`src/rtl/board_clk_pkg.sv`:
```
// Shared encodings for the board clock controller: operating modes and FSM states.
package board_clk_pkg;

    localparam logic [1:0] MODE_HALT = 2'b00;
    localparam logic [1:0] MODE_RUN  = 2'b01;
    localparam logic [1:0] MODE_STEP = 2'b10;
    localparam logic [1:0] MODE_RSVD = 2'b11;

    typedef enum logic [1:0] {
        ST_HALT       = 2'b00,
        ST_RUN        = 2'b01,
        ST_STEP_ARMED = 2'b10,
        ST_STEP_FIRE  = 2'b11
    } state_t;

    // The reserved encoding deliberately falls back to HALT.
    function automatic state_t mode_to_state(input logic [1:0] mode);
        state_t st;
        case (mode)
            MODE_RUN:  st = ST_RUN;
            MODE_STEP: st = ST_STEP_ARMED;
            MODE_HALT: st = ST_HALT;
            default:   st = ST_HALT;
        endcase
        return st;
    endfunction

endpackage

```
`src/rtl/btn_debounce.sv`:
```
// Two-flop synchroniser plus stable-time debouncer for a raw push-button.
module btn_debounce #(
    parameter int DB_CYCLES = 50000
) (
    input  logic clk,
    input  logic rst,
    input  logic raw,
    output logic level,
    output logic rise
);

    localparam int CW = (DB_CYCLES > 1) ? $clog2(DB_CYCLES) : 1;
    localparam logic [CW-1:0] CNT_MAX = CW'(DB_CYCLES - 1);
    localparam logic [CW-1:0] CNT_ONE = CW'(1);

    logic          r_sync1;
    logic          r_sync2;
    logic          r_level;
    logic          r_rise;
    logic [CW-1:0] r_cnt;
    logic          w_differs;
    logic          w_accept;

    // The counter only runs while the synchronised input disagrees with the accepted level.
    always_comb begin
        w_differs = (r_sync2 != r_level);
        w_accept  = w_differs && (r_cnt == CNT_MAX);
    end

    // Synchroniser, stability counter and accepted level.
    always_ff @(posedge clk or posedge rst) begin
        if (rst) begin
            r_sync1 <= 1'b0;
            r_sync2 <= 1'b0;
            r_level <= 1'b0;
            r_rise  <= 1'b0;
            r_cnt   <= '0;
        end else begin
            r_sync1 <= raw;
            r_sync2 <= r_sync1;
            r_rise  <= w_accept & r_sync2;
            if (w_accept) begin
                r_level <= r_sync2;
                r_cnt   <= '0;
            end else if (w_differs) begin
                r_level <= r_level;
                r_cnt   <= r_cnt + CNT_ONE;
            end else begin
                r_level <= r_level;
                r_cnt   <= '0;
            end
        end
    end

    assign level = r_level;
    assign rise  = r_rise;

endmodule

```
`src/rtl/board_clk_ctrl.sv`:
```
// Board clock controller: programmable clock-enable divider for a CPU with
// halt / free-run / single-step modes driven by a debounced step button.
module board_clk_ctrl
    import board_clk_pkg::*;
#(
    parameter int CNT_W       = 20,
    parameter int DIV_DEFAULT = 100000,
    parameter int DB_CYCLES   = 50000
) (
    input  logic             clk,
    input  logic             rst,
    input  logic [1:0]       mode,
    input  logic             div_ld,
    input  logic [CNT_W-1:0] div_val,
    input  logic             step_btn,
    output logic             cpu_ce,
    output logic             slow_clk,
    output logic [31:0]      cycle_cnt,
    output logic             running
);

    localparam logic [CNT_W-1:0] DIV_ONE = CNT_W'(1);
    localparam logic [CNT_W-1:0] DIV_RST = (DIV_DEFAULT < 1) ? DIV_ONE : CNT_W'(DIV_DEFAULT);

    state_t           r_state;
    state_t           w_mode_st;
    state_t           w_next;
    logic [CNT_W-1:0] r_div;
    logic [CNT_W-1:0] r_cnt;
    logic [CNT_W-1:0] w_cnt_next;
    logic             w_run_ce;
    logic             w_ce_next;
    logic             w_clr;
    logic             r_cpu_ce;
    logic             r_slow;
    logic             r_running;
    logic [31:0]      r_cycle_cnt;
    logic             w_btn_level;
    logic             w_btn_rise;

    btn_debounce #(
        .DB_CYCLES (DB_CYCLES)
    ) u_btn_debounce (
        .clk   (clk),
        .rst   (rst),
        .raw   (step_btn),
        .level (w_btn_level),
        .rise  (w_btn_rise)
    );

    // Next state: follow mode, except an armed step with a fresh button edge fires once.
    always_comb begin
        w_mode_st = mode_to_state(mode);
        w_next    = w_mode_st;
        case (r_state)
            ST_STEP_ARMED: begin
                if ((w_mode_st == ST_STEP_ARMED) && w_btn_rise) begin
                    w_next = ST_STEP_FIRE;
                end else begin
                    w_next = w_mode_st;
                end
            end
            default: w_next = w_mode_st;
        endcase
    end

    // Divider and pulse decode; a RUN pulse is dropped when leaving RUN so HALT stays quiet.
    always_comb begin
        w_clr     = div_ld || (w_next != r_state);
        w_run_ce  = (r_state == ST_RUN) && (w_next == ST_RUN) && (r_cnt >= (r_div - DIV_ONE));
        w_ce_next = w_run_ce || (w_next == ST_STEP_FIRE);
        if (w_clr || (w_next != ST_RUN) || w_run_ce) begin
            w_cnt_next = '0;
        end else begin
            w_cnt_next = r_cnt + DIV_ONE;
        end
    end

    // State register and divide-ratio register.
    always_ff @(posedge clk or posedge rst) begin
        if (rst) begin
            r_state <= ST_HALT;
            r_div   <= DIV_RST;
            r_cnt   <= '0;
        end else begin
            r_state <= w_next;
            r_cnt   <= w_cnt_next;
            if (div_ld) begin
                r_div <= (div_val == '0) ? DIV_ONE : div_val;
            end else begin
                r_div <= r_div;
            end
        end
    end

    // Registered outputs; cycle_cnt counts a pulse as it is issued.
    always_ff @(posedge clk or posedge rst) begin
        if (rst) begin
            r_cpu_ce    <= 1'b0;
            r_slow      <= 1'b0;
            r_running   <= 1'b0;
            r_cycle_cnt <= 32'd0;
        end else begin
            r_cpu_ce  <= w_ce_next;
            r_slow    <= r_slow ^ r_cpu_ce;
            r_running <= (w_next == ST_RUN);
            if (w_ce_next) begin
                r_cycle_cnt <= r_cycle_cnt + 32'd1;
            end else begin
                r_cycle_cnt <= r_cycle_cnt;
            end
        end
    end

    assign cpu_ce    = r_cpu_ce;
    assign slow_clk  = r_slow;
    assign cycle_cnt = r_cycle_cnt;
    assign running   = r_running;

endmodule
```
`config.mk`:
```
export PLATFORM = sky130hd
export DESIGN_NAME = board_clk_ctrl
export DESIGN_NICKNAME = d
export VERILOG_FILES = /design/src/rtl/board_clk_pkg.sv /design/src/rtl/btn_debounce.sv /design/src/rtl/board_clk_ctrl.sv
export SDC_FILE = /design/constraint.sdc
export NUM_CORES = 1
export LEC_CHECK = 0
export CAP_MARGIN = 20
export CORE_ASPECT_RATIO = 1.2
export CORE_MARGIN = 4
export CORE_UTILIZATION = 60
export CTS_CLUSTER_SIZE = 16
export DETAILED_ROUTE_END_ITERATION = 10
export GPL_TIMING_DRIVEN = 0
export PLACE_DENSITY = 0.82
export SKIP_CTS_REPAIR_TIMING = 1
export SYNTH_ARGS = -nofsm -noshare
export SYNTH_HDL_FRONTEND = slang
export SYNTH_SLANG_ARGS = --single-unit
export TNS_END_PERCENT = 100
```
`constraint.sdc`:
```
create_clock -name clk -period 6.1 [get_ports clk]
set_input_delay 1.22 -clock clk [delete_from_list [all_inputs] [get_ports clk]]
set_output_delay 1.22 -clock clk [all_outputs]
set_load 0.05 [all_outputs]
```
==> metrics.yaml, run 1 <==
global_routing:
  grt_max_degree: 52
  gr-total-overflow: 0
  grt_pass1_vias: 3782
  grt.total_usage: 0.230
  grt_first_pass_wirelength_mm: 17.9
  grt_antenna_before_repair: 0
timing:
  fmax_ghz: 0.234
  worst_pin_slew_ns: 0.648
  period_needed_ns: 4.28
  rsz0062_at_grt: "no"
  tns_ns: 0
  skew_ns: 0.00794
  setup_violations: 0
  hold_viol: 0
  post-route-period-util: 0.702
  relSlewSlack: 0.564
  final_max_slew_viol_count: 0
power_and_ir_drop:
  p_per_area_nw_per_um2: 207
  leakagePower_nw: 2.71
  vdd_drop_max_mv: 0.116
detailed_routing:
  firstDrtPassIters: 4
  wirelength_mm: 10.6
  drt_iter0_drc: 194
  detail-route-antenna-nets: 0
  vias: 3722
  viasPerCell: 5.56
  wire_per_inst_um: 15.9
  drc: 0
synthesis:
  synth_edf_count: 0
  ys_seq_elements: 97
  syn-num-nets: 528
  ys_seq_area_frac: 0.485
  ys_types: 46
  yosys_most_used_dff: "dfrtp_1"
  synthCells: 478
  synth.avg_cell_area_um2: 10.5
  synth_area_um2: 5020
  synth_warnings: 0
  ys_async_sr_fraction: 1.00
place:
  io_buffers: 60
  place.gp.congestion: 0.901
  dp_hpwl_mm: 7.88
  place_inst: 653
floorplan:
  dieArea_um2: 9900
  rows: 36
  io_pins: 61
  die_x_um: 91.5
  core_area_um2: 8150
  start_util: 0.616
  die_h_um: 108
worst_setup_path:
  cpPeakStageDelay_ns: 0.48
  crit_path_end_kind: "register"
  worstSetupPathType: "register to register"
  crit_arrival_ns: 4.54
  crit_family: "simple AND/OR/NAND/NOR gates"
  crit_buf_inv: 1
  worstSetupStartpointType: "register"
  rrSetupSlack_ns: 1.82
  cpMaxStageDelayCell: "a211oi_2"
  worstPathMaxFanout: 10
  cp.required_ns: 6.36
  worstPathCellList: "or3_4 > or4_4 > nor3_2 > nand2_1 > nor3_2 > xnor2_1 > ha_1 > a21o_1 > a21o_1 > a22oi_1 > o21ai_1 > a211oi_2 > buf_2 > mux2_2"
finish:
  n_fill_cell: 586
  multiInputGateArea_um2: 2500
  regArea_um2: 2430
  synthToLayoutAreaGrowth_pct: 19.6
  final_cells: 669
  drive_gt1_frac: 0.115
  nNetsFinal: 600
  num_antenna_cells: 0
clocking:
  cts_htree_levels: 3
  clock_path_buffers: 2
  root_buffer: "clkbuf_8"
  clk_pin_slew_ns: 0.09
  cts_sinks: 97
  clk-insertion-delay-late_ns: 0.36
  cts_tree: "yes"
  cts_made_buffers: 9
job:
  max_cap_violations: 0
run_status:
  status: "finished, final reports clean"
min_path:
  hold_path.class: "register to register"
[sequential cells by signal, summed over array words and instances (netlist names)]
signal                  count
cycle_cnt                  32
r_cnt                      20
r_div                      20
u_btn_debounce.r_cnt       16
r_state                     2
cpu_ce                      1
running                     1
slow_clk                    1
u_btn_debounce.level        1
u_btn_debounce.r_sync1      1
u_btn_debounce.r_sync2      1
u_btn_debounce.rise         1
[final cells by class]
class / count / share of cell area
repair buffers: 61 / 0.105
clock buffers: 12 / 0.0225
well taps: 114 / 0.0237
flip-flops and latches: 97 / 0.405
inverters: 9 / 0.00604
clock inverters: 4 / 0.0129
multi-input cells: 361 / 0.416
plain buffers: 11 / 0.00937
[cells by family after synthesis]
group,Yosys count,synth area share
buffers and inverters,20,0.0179
AND/OR/NAND/NOR,214,0.224
XOR/XNOR,82,0.143
multiplexers,20,0.0448
flip-flops,97,0.485
adder cells (fa/ha/maj),24,0.0598
AO/OA/AOI/OAI,21,0.0259
[layout by cell type, fill, tap and decap left out, drive strengths merged, types with 2 or more instances in the layout]
| cell | instances |
|---|---|
| dfrtp | 91 |
| nor2 | 66 |
| clkdlybuf4s50 | 60 |
| xor2 | 53 |
| nand2 | 36 |
| xnor2 | 29 |
| nand3 | 26 |
| nor3 | 26 |
| ha | 24 |
| mux2 | 20 |
| clkbuf | 15 |
| and3 | 14 |
| nor4 | 13 |
| nand4 | 11 |
| inv | 9 |
| buf | 9 |
| a21oi | 7 |
| dfstp | 6 |
| o21ai | 6 |
| nand2b | 4 |
| a21o | 3 |
| nor4b | 2 |
| and4 | 2 |
| or2 | 2 |
| nor2b | 2 |
| nand3b | 2 |
| nor3b | 2 |
| clkinv | 2 |
| bufinv | 2 |
| or3 | 2 |
| a211oi | 2 |
[metal layers]
| metal | vias to the layer above | GRT usage | wire [um] |
|---|---|---|---|
| li1 | 1783 | - | - |
| met1 | 1844 | 0.285 | 4460 |
| met2 | 77 | 0.392 | 5480 |
| met3 | 18 | 0.0494 | 413 |
| met4 | 0 | 0.0948 | 271 |
| met5 | - | 0 | 0 |
[report_power, final]
part           internal [mW]  total [mW]  leakage, nW  switching, mW
clock network          0.233       0.456        0.105          0.222
registers              0.662       0.682         1.29         0.0196
logic                 0.0524       0.105         1.32         0.0523
[final timing paths]
| path | start | end | cells past startpoint |
|---|---|---|---|
| setup / recovery | r_div[6] | cycle_cnt[1] | 14 |
| hold / removal | u_btn_debounce.r_sync1 | u_btn_debounce.r_sync2 | 0 |
| setup reg to reg | r_div[6] | cycle_cnt[1] | 14 |
| hold reg to reg | u_btn_debounce.r_sync1 | u_btn_debounce.r_sync2 | 0 |
| max in group asynchronous | rst | r_div[5] | 3 |
| min in group asynchronous | rst | cycle_cnt[0] | 2 |
[cells in the mapped netlist (3+ instances only)]
| cell | instances | area, um2 |
|---|---|---|
| dfstp_2 | 6 | 158 |
| a21oi_1 | 7 | 35.0 |
| buf_2 | 6 | 30.0 |
| a21o_1 | 3 | 22.5 |
| nand2b_1 | 4 | 25.0 |
| nor4_1 | 9 | 56.3 |
| nor3_1 | 22 | 110 |
| mux2_2 | 20 | 225 |
| xnor2_1 | 29 | 254 |
| ha_1 | 24 | 300 |
| nand4_1 | 9 | 56.3 |
| dfrtp_1 | 91 | 2280 |
| nand2_1 | 35 | 131 |
| inv_1 | 9 | 33.8 |
| o21ai_0 | 5 | 25.0 |
| nor4_2 | 3 | 37.5 |
| xor2_1 | 53 | 464 |
| and3_1 | 14 | 87.6 |
| nor3_2 | 3 | 30.0 |
| nor2_1 | 66 | 248 |
| nand3_1 | 26 | 130 |
| clkbuf_1 | 3 | 11.3 |
[through the flow]
stage               total power [mW]  instance area [um2]  hold WS [ns]  setup slack, ns   util
floorplan                      0.756                 5020         0.331             2.36      -
global placement               0.791                 5770         0.335            0.993  0.707
detailed placement             0.800                 5800         0.345             1.83  0.711
CTS                             1.25                 6010         0.365             1.81  0.737
global route                    1.29                 6010         0.371             1.59  0.737
finish                          1.24                 6010         0.360             1.82  0.737
No activity file was read; power rests on OpenSTA's default activity.
==> run 2: changes to the inputs <==
Settings changed: CORE_UTILIZATION 60 to 56, PLACE_DENSITY 0.82 to 0.77.
Clock period 6.1 ns to 4.35 ns, I/O delays scaled along.
==> run 2 against run 1 <==
  * Largest cell class unchanged
  * Core utilization down 4.2 points
  * Cell count is 0.60% higher
  * Sequential power is 40% higher
  * Wire length decreased by 1.7%
  * Combinational power is 40% higher
==> metrics.yaml, run 2 (synthesis results as in run 1) <==
timing:
  final_max_slew_viol_count: 0  # unchanged
  setup_violations: 0  # unchanged
  tns_ns: 0  # unchanged
  hold_viol: 0  # unchanged
  period_needed_ns: 4.10  # -0.181 ns
  skew_ns: 0.00467  # -0.00326 ns
  relSlewSlack: 0.474  # -0.0901
  rsz0062_at_grt: "no"
  worst_pin_slew_ns: 0.782  # +0.134 ns
  fmax_ghz: 0.244  # +4.4%
  post-route-period-util: 0.942  # +0.241
detailed_routing:
  drc: 0  # unchanged
  wire_per_inst_um: 15.5  # -2.3%
  vias: 3666  # -1.5%
  firstDrtPassIters: 5  # +1
  drt_iter0_drc: 94  # -52%
  detail-route-antenna-nets: 0  # unchanged
  viasPerCell: 5.45  # -2.1%
  wirelength_mm: 10.4  # -1.7%
finish:
  nNetsFinal: 601  # +0.17%
  n_fill_cell: 649  # +11%
  final_area_um2: 6020  # +0.12%
  largest_register_ffs: 32  # unchanged
  regArea_um2: 2430  # unchanged
  final_common_cell: "dfrtp_1"
  drive_gt1_frac: 0.115  # -0.000207
  layout_common_cells: "dfrtp_1, nor2_1, clkdlybuf4s50_1"
  multiInputGateArea_um2: 2510  # +0.65%
  synthToLayoutAreaGrowth_pct: 19.8
  num_antenna_cells: 0  # unchanged
power_and_ir_drop:
  p_per_area_nw_per_um2: 280  # +36%
  vdd_drop_max_mv: 0.160  # +38%
  leakagePower_nw: 2.72  # +0.13%
  total_power_mw: 1.69  # +36%
worst_setup_path:
  r2r-start: "r_div[6]"
  r2r-end: "cycle_cnt[1]"
  worstPathMaxFanout: 10  # unchanged
  rrSetupSlack_ns: 0.25  # -1.57 ns
  crit_arrival_ns: 4.35  # -0.19 ns
  worstSetupPathType: "register to register"
  worstSetupStartpointType: "register"
  reg2regPathDepth: 14  # unchanged
  cp.required_ns: 4.60  # -1.76 ns
  crit_path_end_kind: "register"
place:
  place.gp.congestion: 0.896  # -0.54%
  io_buffers: 60  # unchanged
  dp_hpwl_mm: 7.68  # -2.5%
  placed_cell_area_um2: 5800  # about the same
global_routing:
  grt_first_pass_wirelength_mm: 18.1  # +1.2%
  grt_antenna_before_repair: 0  # unchanged
  grt.total_usage: 0.217  # -0.0128
  gr-total-overflow: 0  # unchanged
  grt_pass1_vias: 3879  # +2.6%
  grt_max_degree: 73  # +40%
min_path:
  worstHoldStart: "u_btn_debounce.r_sync1"
  hold_end: "u_btn_debounce.r_sync2"
  whs_path_depth: 0  # unchanged
  hold_path.class: "register to register"
clocking:
  root_buffer: "clkbuf_8"
  cts_made_buffers: 9  # unchanged
  clock_path_buffers: 2  # unchanged
  cts_sinks: 97  # unchanged
  cts_htree_levels: 3  # unchanged
  cts_tree: "yes"
  clk_pin_slew_ns: 0.09  # about the same
  clk-insertion-delay-late_ns: 0.36  # about the same
job:
  max_cap_violations: 0  # unchanged
floorplan:
  io_pins: 61  # unchanged
  core_area_um2: 8660  # +6.2%
  dieArea_um2: 10600  # +6.6%
  start_util: 0.580  # -0.0359
  rows: 37  # +2.8%
  die_x_um: 94.5  # +3.2%
  die_h_um: 112  # +3.2%
run_status:
  status: "finished, final reports clean"
-- run 2: worst max-delay path by stage --
stage | startpoint | to | slack, ns
after floorplan | r_div[6] | cycle_cnt[1] | 0.71
after global placement | rst | r_div[17] | -0.42
after detailed placement | r_div[6] | cycle_cnt[1] | 0.14
after CTS | r_div[6] | cycle_cnt[1] | 0.11
after global routing | r_div[6] | cycle_cnt[11] | 0.01
final | r_div[6] | cycle_cnt[1] | 0.25
-- run 2: stage by stage --
stage	hold WS (ns)	instances	util	setup slack, ns
6_report	0.355	673	0.695	0.251
5_1_grt	0.366	673	0.695	0.0144
4_1_cts	0.358	672	0.692	0.109
3_5_place_dp	0.338	656	0.670	0.144
3_3_place_gp	0.334	655	0.666	-0.418
2_1_floorplan	0.331	478	-	0.705
-- run 2: area by class of cell --
type,count,area share
Sequential cell,97,0.405
Clock buffer,14,0.0254
Buffer,11,0.00978
Tap cell,117,0.0243
Multi-Input combinational cell,361,0.418
Timing Repair Buffer,62,0.106
Clock inverter,2,0.00624
Inverter,9,0.00603
-- run 2: worst max-delay path, cell delays in order (launching register included) --
cell      delay (ns)
dfrtp_1         0.43
or3_4           0.41
or4_4           0.47
nor3_2          0.20
nand2_1         0.13
nor3_2          0.15
xnor2_1         0.13
ha_1            0.27
a21o_1          0.19
a21o_1          0.17
a22oi_1         0.23
o21ai_1         0.17
a211oi_4        0.42
buf_4           0.26
mux2_2          0.35
-- run 2: power by group --
group,total [mW],leakage (nW),switching (mW),internal (mW)
Clock,0.583,0.0909,0.300,0.283
Combinational,0.147,1.34,0.0735,0.0734
Sequential,0.956,1.29,0.0271,0.929
-- run 2: routing by layer --
metal	track usage	vias to the layer above	wire length, um
li1	-	1786	-
met1	0.273	1782	4500
met2	0.357	75	5150
met4	0.113	0	407
met5	0	-	0
met3	0.0372	23	384
